**src/rtl/icache_pkg.sv**
```systemverilog
// Shared types and address-split constants for the direct-mapped instruction cache.
// Optional performance counters are enabled with the ICACHE_PERF_EN macro (see icache.sv).
package icache_pkg;

    typedef enum logic {
        IDLE = 1'b0,
        FILL = 1'b1
    } icache_state_e;

    localparam int ADDR_BITS        = 32;
    localparam int WORD_BITS        = 32;
    localparam int OFFSET_BITS      = 3;   // word select within a line
    localparam int LINE_OFFSET_BITS = 5;   // byte offset within a line
    localparam int LINE_ADDR_BITS   = ADDR_BITS - LINE_OFFSET_BITS;

    function automatic int index_bits(input int num_sets);
        return $clog2(num_sets);
    endfunction

    function automatic int tag_bits(input int num_sets);
        return ADDR_BITS - LINE_OFFSET_BITS - $clog2(num_sets);
    endfunction

endpackage

```
**src/rtl/icache_array.sv**
```systemverilog
// Valid/tag/data storage for the direct-mapped icache with combinational hit compare.
// Only the valid bits are reset; tag and data contents are meaningless until a fill sets valid.
module icache_array
    import icache_pkg::*;
#(
    parameter int NUM_SETS  = 16,
    parameter int LINE_BITS = 256,
    localparam int IDX_W    = index_bits(NUM_SETS),
    localparam int TAG_W    = tag_bits(NUM_SETS),
    localparam int WORDS    = LINE_BITS / WORD_BITS
) (
    input  logic                   clk,
    input  logic                   rst_n,
    input  logic [IDX_W-1:0]       rd_index,
    input  logic [TAG_W-1:0]       rd_tag,
    input  logic [OFFSET_BITS-1:0] rd_offset,
    output logic                   rd_hit,
    output logic [WORD_BITS-1:0]   rd_word,
    input  logic                   inv_all,
    input  logic                   wr_en,
    input  logic [IDX_W-1:0]       wr_index,
    input  logic [TAG_W-1:0]       wr_tag,
    input  logic [LINE_BITS-1:0]   wr_line,
    input  logic                   wr_valid
);

    logic [NUM_SETS-1:0]                 valid_q;
    logic [TAG_W-1:0]                    tag_mem  [NUM_SETS];
    logic [WORDS-1:0][WORD_BITS-1:0]     data_mem [NUM_SETS];

    // A fill landing in the same cycle as an invalidate writes wr_valid=0, so it stays cleared.
    always_ff @(posedge clk or negedge rst_n) begin
        if (!rst_n) begin
            valid_q <= '0;
        end else begin
            if (inv_all) valid_q <= '0;
            if (wr_en)   valid_q[wr_index] <= wr_valid;
        end
    end

    always_ff @(posedge clk) begin
        if (wr_en) begin
            tag_mem[wr_index]  <= wr_tag;
            data_mem[wr_index] <= wr_line;
        end
    end

    always_comb begin
        rd_hit  = valid_q[rd_index] && (tag_mem[rd_index] == rd_tag);
        rd_word = data_mem[rd_index][rd_offset];
    end

endmodule

```
**src/rtl/icache.sv**
```systemverilog
// Direct-mapped instruction cache: IDLE/FILL controller, fill-address latch, optional counters.
// Define ICACHE_PERF_EN to add saturating hit_count/miss_count outputs.
module icache
    import icache_pkg::*;
#(
    parameter int NUM_SETS  = 16,
    parameter int LINE_BITS = 256
) (
    input  logic                 clk,
    input  logic                 rst_n,
    input  logic                 imem_read,
    input  logic [31:0]          imem_address,
    output logic [31:0]          imem_rdata,
    output logic                 imem_resp,
    input  logic                 inv,
    output logic                 pmem_read,
    output logic [31:0]          pmem_address,
    input  logic [LINE_BITS-1:0] pmem_rdata,
    input  logic                 pmem_resp,
`ifdef ICACHE_PERF_EN
    output logic [31:0]          hit_count,
    output logic [31:0]          miss_count,
`endif
    output icache_state_e        state_dbg
);

    localparam int IDX_W = index_bits(NUM_SETS);
    localparam int TAG_W = tag_bits(NUM_SETS);

    // Handshake: imem_read is a level request; imem_resp/imem_rdata are valid for that cycle only.
    // pmem_read stays high with a stable address until the one-cycle pmem_resp strobe.
    icache_state_e             state_q, state_d;
    logic [LINE_ADDR_BITS-1:0] fill_line_q;
    logic                      inv_pend_q;
    logic                      arr_hit;
    logic [WORD_BITS-1:0]      arr_word;
    logic                      start_fill;
    logic                      fill_we;
    logic                      unused_addr_bits;

    assign unused_addr_bits = ^imem_address[1:0];
    assign state_dbg        = state_q;

    icache_array #(
        .NUM_SETS  (NUM_SETS),
        .LINE_BITS (LINE_BITS)
    ) u_array (
        .clk       (clk),
        .rst_n     (rst_n),
        .rd_index  (imem_address[LINE_OFFSET_BITS +: IDX_W]),
        .rd_tag    (imem_address[ADDR_BITS-1 -: TAG_W]),
        .rd_offset (imem_address[LINE_OFFSET_BITS-1:2]),
        .rd_hit    (arr_hit),
        .rd_word   (arr_word),
        .inv_all   (inv),
        .wr_en     (fill_we),
        .wr_index  (fill_line_q[IDX_W-1:0]),
        .wr_tag    (fill_line_q[LINE_ADDR_BITS-1 -: TAG_W]),
        .wr_line   (pmem_rdata),
        .wr_valid  (!(inv_pend_q || inv))
    );

    always_ff @(posedge clk or negedge rst_n) begin
        if (!rst_n) state_q <= IDLE;
        else        state_q <= state_d;
    end

    // An invalidate cycle in IDLE suppresses the lookup; the request is re-evaluated next cycle.
    always_comb begin
        state_d      = state_q;
        imem_resp    = 1'b0;
        pmem_read    = 1'b0;
        pmem_address = '0;
        start_fill   = 1'b0;
        fill_we      = 1'b0;
        case (state_q)
            IDLE: begin
                if (imem_read && !inv) begin
                    if (arr_hit) begin
                        imem_resp = 1'b1;
                    end else begin
                        start_fill = 1'b1;
                        state_d    = FILL;
                    end
                end
            end
            FILL: begin
                pmem_read    = 1'b1;
                pmem_address = {fill_line_q, {LINE_OFFSET_BITS{1'b0}}};
                if (pmem_resp) begin
                    fill_we = 1'b1;
                    state_d = IDLE;
                end
            end
            default: state_d = IDLE;
        endcase
    end

    assign imem_rdata = imem_resp ? arr_word : '0;

    // inv_pend_q remembers an invalidate seen earlier in the fill so the landing line stays invalid.
    always_ff @(posedge clk or negedge rst_n) begin
        if (!rst_n) begin
            fill_line_q <= '0;
            inv_pend_q  <= 1'b0;
        end else if (start_fill) begin
            fill_line_q <= imem_address[ADDR_BITS-1:LINE_OFFSET_BITS];
            inv_pend_q  <= 1'b0;
        end else if (state_q == FILL && inv) begin
            inv_pend_q  <= 1'b1;
        end
    end

`ifdef ICACHE_PERF_EN
    always_ff @(posedge clk or negedge rst_n) begin
        if (!rst_n) begin
            hit_count  <= '0;
            miss_count <= '0;
        end else begin
            if (imem_resp && hit_count != 32'hFFFF_FFFF)   hit_count  <= hit_count + 32'd1;
            if (start_fill && miss_count != 32'hFFFF_FFFF) miss_count <= miss_count + 32'd1;
        end
    end
`endif

endmodule

```
**config.mk**
```make
export PLATFORM = sky130hd
export DESIGN_NAME = icache
export DESIGN_NICKNAME = d
export VERILOG_FILES = /design/src/rtl/icache_pkg.sv /design/src/rtl/icache_array.sv /design/src/rtl/icache.sv
export SDC_FILE = /design/constraint.sdc
export NUM_CORES = 2
export LEC_CHECK = 0
export CAP_MARGIN = 20
export CORE_MARGIN = 5
export CORE_UTILIZATION = 28
export CTS_CLUSTER_SIZE = 10
export DETAILED_ROUTE_END_ITERATION = 8
export GPL_ROUTABILITY_DRIVEN = 0
export PLACE_DENSITY = 0.52
export SYNTH_ARGS = -nofsm -noshare
export SYNTH_HDL_FRONTEND = slang
export SYNTH_HIERARCHICAL = 1
export SYNTH_MEMORY_MAX_BITS = 65536
export SYNTH_SLANG_ARGS = --single-unit
```
**constraint.sdc**
```tcl
create_clock -name clk -period 56.5 [get_ports clk]
set_clock_uncertainty 0.05 [all_clocks]
set_input_delay 11.3 -clock clk [delete_from_list [all_inputs] [get_ports clk]]
set_output_delay 11.3 -clock clk [all_outputs]
set_load 0.05 [all_outputs]
```
==> results.yml <==
cells_and_area:
  drive_gt1_share_pct: 30.60
  layout.cells.non_filler: 15729
  syn_to_final_growth_pct: 16.87
  final_area_sq_um: 201100
  fin_nets: 7704
  final_util_pct: 32.75
yosys:
  synth_cells: 6700
  synthFlopType: "edfxtp_1"
  yosysSeqAreaShare_pct: 78.56
  yosysUniqueCellTypes: 56
  yosys.area.top_type_share_pct: 77.90
  netlist_area_sq_um: 172100
  synth-seq-cells: 4509
  ys_warn_count: 6
  synth.most_common_cell: "edfxtp_1"
  synth_area_leaders: "edfxtp_1 78%, mux4_2 19%, dfrtp_1 0.65%"
  synth_area_leader_cell: "edfxtp_1"
  ys_async_sr_fraction_pct: 0.9980
  synth-edff-count: 4464
  synth_common_cells: "4464 x edfxtp_1, 1440 x mux4_2, 172 x clkbuf_1"
  syn-mean-instance-area_sq_um: 25.68
routing:
  vias: 76846
  wl_per_cell_microns: 28.79
  drt.antenna.violating_nets: 0
  drc: 0
  routed_wl_microns: 452800
  drt-pass1-iter-count: 7
  viasPerCell: 4.886
  drtIter0Drc: 6730
sta:
  report.final.slew_viol_count: 0
  fin_tns_setup_ns: 0
  slew_headroom_pct: 23.52
  worst_slack_ns: 25.37
  hold_viol: 0
  fmax_mhz: 32.12
  hold_ws_ns: 0.5047
  rsz0062_at_grt: "no"
  min_period_ns: 31.13
  tightest_slew_ns: 1.147
  finalCritPeriodShare_pct: 55.10
  setup_viol: 0
clock_tree:
  path_clk_slew_ns: 0.06
  cts_root_buf: "clkbuf_16"
  clk_latency_ns: 1.06
  htreeDepth: 6
  cts_resized: 0
  cts.sinks: 4509
  cts_tree: "done"
  cts_made_buffers: 536
  postCtsSetupRepairBufs: 0
  cts_hold_buf: 0
  ctsLongestPathBuffers: 4
setup_path:
  crit_arrival_ns: 19.78
  ff2ff_path_depth: 7
  endpoint: "imem_rdata[13]"
  rrSetupSlack_ns: 51.02
  crit_path_end_kind: "output port"
  cp-start-kind: "primary input"
  worstReg2RegEnd: "u_array/data_mem[1][57]$_DFFE_PP_"
  path_class: "in2out"
  worstPathRequired_ns: 45.15
  cp-startpoint: "imem_address[5]"
  cp_max_fo: 103
  rr_startpoint: "state_dbg$_DFF_PN0_"
placed_design:
  hpwl_microns: 253200
  port_buffers: 352
  place_ws_ns: 25.04
  placed_area_sq_um: 185800
  dp_cells: 14990
floorplanning:
  row_count: 288
  start_util_pct: 28.02
  fp.dieArea_sq_um: 630300
  num_io_pins: 360
  die_x_microns: 793.9
  die_y_microns: 793.9
  fp.coreArea_sq_um: 614000
outcome:
  outcome: "finished clean"
global_route:
  grt.overflow.total: 0
  grt_pass1_vias: 81318
  grt_usage_pct: 14.02
  antenna_found_initial: 178
  grt_max_degree: 104
  grt_pass1_wl_microns: 638600
pwr:
  vdd_drop_max_mv: 0.03409
  power.total_mw: 7.254
  power.density_nw_per_um2: 36.07
  leakage_nw: 60.75
min_path:
  hold_path_startpoint: "u_array/valid_q[1]$_DFF_PN0_"
  hp-class: "reg2reg"
run:
  drv_cap: 0
## flip-flops by register name, indices dropped and copies added (netlist names)
signal            count
u_array/data_mem   4096
u_array/valid_q      16
state_dbg             1
u_array/tag_mem     368
fill_line_q          27
inv_pend_q            1
## kinds of logic (layout without fill, tap and decap cells)
family / Yosys count / count (layout) / share of synthesized area, %
buf+inv: 369 / 1230 / 0.9656
other cells: 1 / 49 / 0.002179
compound gates: 75 / 75 / 0.2988
mux: 1533 / 1533 / 19.47
flops: 4509 / 4509 / 78.56
simple gates: 192 / 192 / 0.5984
xor+xnor: 21 / 21 / 0.1069
## worst min-delay path by stage
stage,endpoint,slack [ns],cells after the start
final,u_array/valid_q[1]$_DFF_PN0_,0.50,2
after global placement,u_array/valid_q[12]$_DFF_PN0_,0.51,2
after global routing,u_array/valid_q[12]$_DFF_PN0_,0.52,2
after floorplan,inv_pend_q$_DFFE_PN0P_,0.44,2
after CTS,u_array/valid_q[14]$_DFF_PN0_,0.50,2
after detailed placement,u_array/valid_q[14]$_DFF_PN0_,0.50,2
## cell type report
class | count | area, sq um
Inverter | 13 | 48.80
Tap cell | 8120 | 10160
Sequential cell | 4509 | 135200
Clock inverter | 92 | 1450
Fill cell | 57205 | 412900
Clock buffer | 600 | 13690
Multi-Input combinational cell | 1826 | 35370
Timing Repair Buffer | 525 | 5091
Antenna cell | 44 | 110.1
## power by group
group / internal (mW) / switching, mW / leakage, nW
clock network: 1.74 / 1.32 / 7.33
logic: 0.166 / 0.243 / 12.7
registers: 3.75 / 0.0327 / 40.7
total: 5.66 / 1.59 / 60.7
## cells in the final DEF, fill, tap and decap left out, types with 44 or more instances in the layout
cell             netlist  layout
clkbuf_1             172      61
edfxtp_1            4464    4464
diode_2                0      44
clkbuf_16              0     537
buf_4                 13     155
nand2_1               46      46
clkdlybuf4s50_1        0     344
dfrtp_1               45      45
and2_1                60      60
mux4_2              1440    1440
## per-layer routing
layer / up-vias / part of all wire, % / routed length, microns / GRT usage [%]
met5: - / 0.081 / 368 / 0
met4: 62 / 2.2 / 9824 / 3.169
met3: 806 / 6.7 / 30140 / 3.072
met2: 2431 / 48 / 218900 / 23.00
met1: 42884 / 43 / 193600 / 19.12
li1: 30663 / - / - / -
## worst max-delay path, cell delays in order
cell	delay [ns]
buf_16	0.39
buf_4	0.87
buf_4	0.72
buf_4	0.75
buf_4	0.78
buf_4	0.72
buf_4	0.71
mux4_2	0.61
mux4_2	0.49
mux4_2	0.63
mux2_2	0.43
and2_1	0.18
clkdlybuf4s50_1	0.70
Power figures use the tool's default switching activity.
